<file path="src/rtl/reset_seq_pkg.sv">
// Shared types and sizing helpers for the ordered reset-release sequencer.
package reset_seq_pkg;

  typedef enum logic [2:0] {
    ASSERT   = 3'd0,
    WAIT_ACK = 3'd1,
    GAP      = 3'd2,
    RUN      = 3'd3,
    FLT      = 3'd4
  } state_t;

  localparam int unsigned IDX_W = 4;

  // Counter must hold max(HOLD,DELAY,TIMEOUT)-1; never narrower than one bit.
  function automatic int unsigned cnt_width(input int unsigned hold,
                                            input int unsigned delay,
                                            input int unsigned timeout);
    int unsigned m;
    int unsigned w;
    m = hold;
    if (delay > m) m = delay;
    if (timeout > m) m = timeout;
    w = $clog2(m);
    return (w < 1) ? 1 : w;
  endfunction

endpackage

</file>
<file path="src/rtl/reset_sequencer_seq_timer.sv">
// Shared up-counter for hold, settle-gap and ack-timeout intervals.
module seq_timer #(
  parameter int unsigned W = 8
) (
  input  logic         CLK,
  input  logic         RST,
  input  logic         clr,
  input  logic         en,
  input  logic [W-1:0] term,
  output logic [W-1:0] cnt,
  output logic         at_term
);

  always_ff @(posedge CLK or posedge RST) begin
    if (RST)      cnt <= '0;
    else if (clr) cnt <= '0;
    else if (en)  cnt <= cnt + W'(1);
  end

  assign at_term = (cnt == term);

endmodule

</file>
<file path="src/rtl/reset_sequencer.sv">
// Releases NUM_STAGES reset domains in order, each gated on the previous
// stage's ack plus a settle gap; ack loss restarts, a missing ack faults.
module reset_sequencer
  import reset_seq_pkg::*;
#(
  parameter int unsigned NUM_STAGES = 4,
  parameter int unsigned HOLD       = 16,
  parameter int unsigned DELAY      = 256,
  parameter int unsigned TIMEOUT    = 65535
) (
  input  logic                  CLK,
  input  logic                  RST,
  input  logic                  SW_RST_REQ,
  input  logic [NUM_STAGES-1:0] STAGE_ACK,
  output logic [NUM_STAGES-1:0] RST_OUT,
  output logic                  ALL_READY,
  output logic                  FAULT,
  output logic [IDX_W-1:0]      STAGE_IDX
);

  localparam int unsigned CW = cnt_width(HOLD, DELAY, TIMEOUT);
  localparam logic [CW-1:0] HOLD_T    = CW'(HOLD - 1);
  localparam logic [CW-1:0] DELAY_T   = CW'(DELAY - 1);
  localparam logic [CW-1:0] TIMEOUT_T = CW'(TIMEOUT - 1);
  localparam logic [IDX_W-1:0] LAST   = IDX_W'(NUM_STAGES - 1);

  state_t                  state, state_nxt;
  logic [IDX_W-1:0]        idx, idx_nxt;
  logic [NUM_STAGES-1:0]   rst_out_nxt;
  logic                    all_ready_nxt, fault_nxt;
  logic                    t_clr, t_en, at_term;
  logic [CW-1:0]           t_term, cnt;
  logic                    ack_cur, ack_lost;

  seq_timer #(.W(CW)) u_timer (
    .CLK     (CLK),
    .RST     (RST),
    .clr     (t_clr),
    .en      (t_en),
    .term    (t_term),
    .cnt     (cnt),
    .at_term (at_term)
  );

  always_comb begin
    case (state)
      ASSERT:   t_term = HOLD_T;
      WAIT_ACK: t_term = TIMEOUT_T;
      GAP:      t_term = DELAY_T;
      default:  t_term = '0;
    endcase
  end

  // Acknowledged stages are those below idx while waiting, up to idx afterwards.
  always_comb begin
    ack_cur  = 1'b0;
    ack_lost = 1'b0;
    for (int unsigned j = 0; j < NUM_STAGES; j++) begin
      if (IDX_W'(j) == idx) ack_cur = STAGE_ACK[j];
      if (!STAGE_ACK[j]) begin
        if (state == WAIT_ACK && IDX_W'(j) < idx) ack_lost = 1'b1;
        if ((state == GAP || state == RUN) && IDX_W'(j) <= idx) ack_lost = 1'b1;
      end
    end
  end

  always_ff @(posedge CLK or posedge RST) begin
    if (RST) begin
      state     <= ASSERT;
      idx       <= '0;
      RST_OUT   <= '1;
      ALL_READY <= 1'b0;
      FAULT     <= 1'b0;
    end else begin
      state     <= state_nxt;
      idx       <= idx_nxt;
      RST_OUT   <= rst_out_nxt;
      ALL_READY <= all_ready_nxt;
      FAULT     <= fault_nxt;
    end
  end

  // A late ack on the timeout cycle still counts, so ack is tested before timeout.
  always_comb begin
    state_nxt = state;
    idx_nxt   = idx;
    t_clr     = 1'b0;
    t_en      = 1'b0;
    if (SW_RST_REQ || ack_lost) begin
      state_nxt = ASSERT;
      idx_nxt   = '0;
      t_clr     = 1'b1;
    end else begin
      case (state)
        ASSERT: begin
          if (at_term) begin
            state_nxt = WAIT_ACK;
            idx_nxt   = '0;
            t_clr     = 1'b1;
          end else begin
            t_en = 1'b1;
          end
        end
        WAIT_ACK: begin
          if (ack_cur) begin
            state_nxt = (idx == LAST) ? RUN : GAP;
            t_clr     = 1'b1;
          end else if (at_term) begin
            state_nxt = FLT;
            t_clr     = 1'b1;
          end else begin
            t_en = 1'b1;
          end
        end
        GAP: begin
          if (at_term) begin
            state_nxt = WAIT_ACK;
            idx_nxt   = idx + IDX_W'(1);
            t_clr     = 1'b1;
          end else begin
            t_en = 1'b1;
          end
        end
        RUN, FLT: ;
        default: begin
          state_nxt = ASSERT;
          idx_nxt   = '0;
          t_clr     = 1'b1;
        end
      endcase
    end
  end

  // Released stages are exactly 0..idx whenever the sequence is live.
  always_comb begin
    rst_out_nxt   = '1;
    all_ready_nxt = (state_nxt == RUN);
    fault_nxt     = FAULT;
    if (state_nxt == WAIT_ACK || state_nxt == GAP || state_nxt == RUN) begin
      for (int unsigned j = 0; j < NUM_STAGES; j++) begin
        if (IDX_W'(j) <= idx_nxt) rst_out_nxt[j] = 1'b0;
      end
    end
    if (SW_RST_REQ)              fault_nxt = 1'b0;
    else if (state_nxt == FLT)   fault_nxt = 1'b1;
  end

  assign STAGE_IDX = idx;

endmodule
</file>
<file path="config.mk">
export PLATFORM = sky130hd
export DESIGN_NAME = reset_sequencer
export DESIGN_NICKNAME = d
export VERILOG_FILES = /design/src/rtl/reset_seq_pkg.sv /design/src/rtl/reset_sequencer_seq_timer.sv /design/src/rtl/reset_sequencer.sv
export SDC_FILE = /design/constraint.sdc
export NUM_CORES = 1
export LEC_CHECK = 0
export CAP_MARGIN = 0
export CORE_UTILIZATION = 45
export DETAILED_ROUTE_END_ITERATION = 6
export DONT_BUFFER_PORTS = 1
export PLACE_DENSITY_LB_ADDON = 0.05
export SLEW_MARGIN = 10
export SYNTH_ARGS = -nofsm -noshare
export SYNTH_HDL_FRONTEND = slang
export SYNTH_SLANG_ARGS = --single-unit
</file>
<file path="constraint.sdc">
create_clock -name CLK -period 9.35 [get_ports CLK]
set_input_delay 0.935 -clock CLK [delete_from_list [all_inputs] [get_ports CLK]]
set_output_delay 0.935 -clock CLK [all_outputs]
set_load 0.02 [all_outputs]
</file>
==> qor.csv, run 1 <==
metric,value,unit
Clock Sinks,29,
Die Ht,66.7,um
P_sw,0.130,mW
simple-gate share of the synthesized area,28.1,%
global-route wire length before repair,7370,um
leading area contributor after synthesis,dfrtp_1,
initial antenna violation count,0,
fmax,289,MHz
Final Hold Viols,0,
Worst Hold Launch,u_timer.cnt[15],
Boundary Pins,17,
design area,2030,sq um
Layout Cells excl Fill,271,
vias in the first global route,1559,
Final HPWL DP,3210,um
Core Rows,23,
Power Total,0.389,mW
CP Data Required Time,9.55,ns
Nets,232,
Post-Synthesis Cells,219,
number of synthesized register bits,29,
die width,66.7,um
vias per cell,5.89,
via count,1595,
routed len/inst,16.3,um
Final setup viols,0,
CTS buffer count,5,
final worst slack,5.89,ns
Routed WL,4420,um
clk_lat worst skew,0.29,ns
port bufs,0,
Final Slew Violations,0,
Congestion Overflow GR,0,
"most common cell after layout, fill and taps aside",nor2_1,
Adder-Cell Fraction of Synth Area,3.32,%
Period minus WS final,3.46,ns
Post-CTS Resized,0,
Clock power frac,35.0,%
share of Yosys cell area claimed by the top area cell type,33.2,%
Static Leak,0.790,nW
worst-path maximum fanout,14,
setup bufs post-CTS,0,
H-tree levels,2,
"EDFF count, synth",0,
"Top FF cell, synth",dfrtp_1,
diodes inserted,0,
clk slew on worst S/H paths,0.07,ns
# Max-Cap Violations,0,
worst setup path start,state[0],
Initial Util,47.1,%
status,completed,
Tcrit/Tclk final,37.0,%
hold buffer count at CTS,0,
XOR/XNOR share of the synthesized area,7.43,%
"top cells by area, synth","dfrtp_1, nor2_1, xnor2_1",
Clock Skews,0.00795,ns
share of post-route cells with drive strength above 1,9.95,%
Rel. slew slack,31.0,%
Fin Setup TNS,0,ns
die area,4450,sq um
RSZ-0062 raised after global routing,no,
Setup WS pre-CTS,5.92,ns
Max VDD drop,113,uV
Pwr per Cell Area,191,nW/um^2
most frequent cells in the layout,"nor2_1, dfrtp_1, nand2_1, xnor2_1, inv_1",
drt drc,0,
placed cell count,263,
"Cell Area, Placed",1920,sq um
initial drt markers,98,
Cell Int Power,0.259,mW
average size of a mapped cell,8.61,sq um
post-synthesis sequential area ratio,38.8,%
total iterations of the first detailed-routing run,4,
CTS tree,built,
Syn. warnings,0,
CP Launch Type,flip-flop,
CORE AREA,4000,sq um
Hold Crit Class,reg -> reg,
post-synthesis cell type count,51,
Worst-Margin Slew,1.03,ns
Critical Path Sink Type,flip-flop,
combinational share of power,23.6,%
RR Startpoint,state[0],
switch share,33.5,%
largest net degree at the start of global routing,30,
Synth Area in Compound Gates,17.8,%
critical path class,reg -> reg,
gpl congestion,0.890,
All-Layer GR Usage,22.6,%
"antenna viol nets, final",0,
largest family of logic cells by synthesized area,simple AND/OR/NAND/NOR gates,
mux cell area share after synthesis,0,%
Netlist Area Pre-Place,1890,sq um
Worst EP arrival,3.66,ns
Clock Path Buffers,2,
Flop pwr share,41.3,%
asr flop ratio synth,100,%
Syn Nets,231,
Syn-to-layout area delta,7.83,%
CTS root buffer,clkbuf_8,
## through the flow
step | utilization (%) | hold WS, ns
after global routing | 50.8 | 0.616
after floorplan | - | 0.532
final | 50.8 | 0.581
after CTS | 50.8 | 0.585
after global placement | 47.9 | 0.553
after detailed placement | 47.9 | 0.570
## area by class of cell
cell class | instances | area [sq um]
clock inverter | 1 | 30.0
sequential | 29 | 731
fill | 386 | 1970
clock buffer | 7 | 86.3
inverter | 13 | 48.8
tap | 50 | 62.6
timing repair buffer | 1 | 7.51
multi-input combinational | 170 | 1070
## critical path: stages, from the launching register on
cell and delay (ns):
dfrtp_1 0.63, or3b_4 0.48, or4_4 0.56, a221o_1 0.41
nor2_4 0.18, inv_1 0.09, ha_1 0.28, a211oi_1 0.07
a21oi_1 0.16, nor2_1 0.06, a21oi_1 0.18, nor2_1 0.08
o31ai_1 0.20
## routing by layer
layer | global-route usage [%] | vias to the layer above | wire, um
met5 | 0 | - | 0
met4 | 9.57 | 0 | 114
met3 | 5.31 | 11 | 175
met2 | 37.1 | 34 | 2150
met1 | 28.0 | 763 | 1990
li1 | - | 787 | -
## final timing paths
path                                    to  slack (ns)  cells past startpoint
max reg2reg                     RST_OUT[1]        5.89                     12
min reg2reg                u_timer.cnt[15]        0.58                      2
min                        u_timer.cnt[15]        0.58                      2
min in group asynchronous  u_timer.cnt[13]        0.65                      1
max in group asynchronous         state[1]        8.22                      1
max                             RST_OUT[1]        5.89                     12
## flip-flops by register name (all words and copies together), names as in the netlist
signal / cells
ALL_READY: 1
RST_OUT: 4
STAGE_IDX: 4
state: 3
u_timer.cnt: 16
FAULT: 1
## synth_stat cells (3+ instances only)
library cell  instances
dfrtp_1              25
dfstp_2               4
nor4_1                8
xor2_1                3
nand2_1              16
nor3_1                4
xnor2_1              13
inv_1                13
nor2b_1               7
nand2b_1              3
a21oi_1               7
nand4_1               4
ha_1                  5
or2_2                 3
o21ai_0               6
nand3_1               8
o22ai_1               4
nor2_1               38
buf_2                 4
a21o_1                3
o211ai_1              3
## power groups by stage
stage / Clock, mW / Combinational (mW) / Sequential [mW]
5_1_grt: 0.146 / 0.104 / 0.164
2_1_floorplan: 0 / 0.0788 / 0.154
3_3_place_gp: 0 / 0.0909 / 0.162
6_report: 0.136 / 0.0920 / 0.161
3_5_place_dp: 0 / 0.0915 / 0.163
4_1_cts: 0.140 / 0.0918 / 0.161
## cell families after synthesis
logic type               Yosys count
adder cells (fa/ha/maj)            5
buffers and inverters             20
flip-flops                        29
AO/OA/AOI/OAI                     46
AND/OR/NAND/NOR                  103
XOR/XNOR                          16
(Power assumes the default switching activity.)
==> run 2, diff against run 1 <==
==> constraint.sdc (replaced) <==
create_clock -name CLK -period 3 [get_ports CLK]
set_input_delay 0.3 -clock CLK [delete_from_list [all_inputs] [get_ports CLK]]
set_output_delay 0.3 -clock CLK [all_outputs]
set_load 0.02 [all_outputs]
==> qor.csv, run 2 (synthesis results as in run 1) <==
metric,value,unit,change
status,completed,,
Biggest register,u_timer.cnt,,
clk_lat worst skew,0.28,ns,about the same
Final setup viols,0,,unchanged
gpl congestion,0.894,,+0.44%
die width,66.7,um,unchanged
Syn-to-layout area delta,16.2,%,
max reg flops,16,,unchanged
Final Hold Viols,0,,unchanged
fmax,348,MHz,+20%
Routed WL,4800,um,+8.5%
CP Launch Type,flip-flop,,
CP Data Required Time,3.18,ns,-6.37 ns
R2R depth,12,,unchanged
Worst EP arrival,3.06,ns,-0.60 ns
"most common cell after layout, fill and taps aside",nor2_1,,
DRT met1 WL,2200,um,+11%
Die Ht,66.7,um,unchanged
register area,732,sq um,+0.17%
Critical Path Sink Type,flip-flop,,
Max VDD drop,340,uV,+200%
hold buffer count at CTS,0,,unchanged
placed cell count,279,,+6.1%
met2 wire len,2330,um,+8.5%
RSZ-0062 raised after global routing,yes,,
H-tree levels,2,,unchanged
"reg-to-reg slack, setup",0.12,ns,-5.77 ns
Nets,249,,+7.3%
global-route wire length before repair,7870,um,+6.8%
die area,4450,sq um,unchanged
Period minus WS final,2.88,ns,-0.581 ns
DR top layer,met4,,
met3 WL,197,um,+13%
RR Startpoint,state[1],,
initial drt markers,107,,+9.2%
Tcrit/Tclk final,95.9,%,+59 points
Layout Cells excl Fill,288,,+6.3%
share of post-route cells with drive strength above 1,18.9,%,+9.0 points
Congestion Overflow GR,0,,unchanged
CTS buffer count,5,,unchanged
All-Layer GR Usage,23.5,%,+0.91 points
Final HPWL DP,3540,um,+10%
CTS tree,built,,
Fillers,388,,+0.52%
via count,1733,,+8.7%
largest net degree at the start of global routing,30,,unchanged
Final Slew Violations,0,,unchanged
area of the multi-input gates,1100,sq um,+2.7%
# Max-Cap Violations,0,,unchanged
port bufs,0,,unchanged
Clock Skews,0.00753,ns,-0.000423 ns
Static Leak,0.878,nW,+11%
drt drc,0,,unchanged
CORE AREA,4000,sq um,unchanged
vias in the first global route,1717,,+10%
total iterations of the first detailed-routing run,4,,unchanged
vias per cell,6.02,,+2.2%
diodes inserted,0,,unchanged
Clock Path Buffers,2,,unchanged
Power Total,1.26,mW,+220%
Rel. slew slack,30.6,%,-0.43 points
Boundary Pins,17,,unchanged
Core Rows,23,,unchanged
Initial Util,47.1,%,unchanged
Hold Crit Class,in -> async,,
initial antenna violation count,0,,unchanged
worst-path maximum fanout,3,,-11
"antenna viol nets, final",0,,unchanged
Worst-Margin Slew,1.03,ns,+0.00634 ns
critical path class,reg -> reg,,
routed len/inst,16.7,um,+2.1%
clk slew on worst S/H paths,0.07,ns,about the same
CTS root buffer,clkbuf_8,,
Clock Sinks,29,,unchanged
Worst R2R End,RST_OUT[1],,
Pwr per Cell Area,574,nW/um^2,+200%
most frequent cells in the layout,"nor2_1, dfrtp_1, buf_4, nand2_1, xnor2_1",,
-- run 2: critical path, cell delays in order (launching register included) --
cell	delay [ns]
dfrtp_1	0.38
or3b_4	0.40
or4_4	0.43
a221o_1	0.38
nor2_4	0.14
inv_2	0.06
ha_4	0.27
a211oi_2	0.06
a21oi_1	0.12
nor2_1	0.07
a21oi_2	0.12
nor2_1	0.07
o31ai_1	0.28
-- run 2: worst max path at each step --
stage                         from         end  slack (ns)  cells after the start
final                     state[1]  RST_OUT[1]        0.12                     12
after global routing      state[1]  RST_OUT[1]       -0.06                     13
after CTS                 state[2]  RST_OUT[1]        0.07                     12
after detailed placement  state[2]  RST_OUT[1]         0.1                     12
after global placement    state[2]  RST_OUT[1]        0.19                     12
after floorplan           state[2]  RST_OUT[1]       0.005                     13
-- run 2: timing repair --
action / CTS / global route
resized for setup: 0 / 8
buffers inserted: 0 / 1
endpoints found under the setup margin: 0 / 2
-- run 2: layout make-up --
cell class | instances | area share, %
Clock buffer | 7 | 3.94
Clock inverter | 1 | 1.37
Inverter | 13 | 2.23
Multi-Input combinational cell | 170 | 50.0
Sequential cell | 29 | 33.4
Tap cell | 50 | 2.86
Timing Repair Buffer | 18 | 6.17
-- run 2: metal layers --
| layer | vias to the layer above | track usage [%] |
|---|---|---|
| li1 | 828 | - |
| met5 | - | 0 |
| met4 | 0 | 7.71 |
| met2 | 45 | 40.7 |
| met1 | 852 | 28.8 |
| met3 | 8 | 4.79 |
-- run 2: where the power goes --
group / internal [mW] / switching, mW / total, mW / leakage, nW
Clock: 0.270 / 0.147 / 0.418 / 0.0585
Sequential: 0.426 / 0.0542 / 0.480 / 0.386
Combinational: 0.144 / 0.215 / 0.359 / 0.433
Total: 0.841 / 0.417 / 1.26 / 0.878
-- run 2: metrics by stage --
stage	setup slack [ns]	instance area [sq um]	utilization (%)	hold WS [ns]	setup TNS, ns
floorplan	0.00529	1890	-	0.375	0
finish	0.123	2190	54.8	0.0252	0
CTS	0.0731	2150	53.8	0.133	0
detailed placement	0.0992	2040	50.9	0.422	0
global placement	0.191	2040	50.9	0.411	0
global route	-0.0561	2190	54.8	0.0977	-0.0561
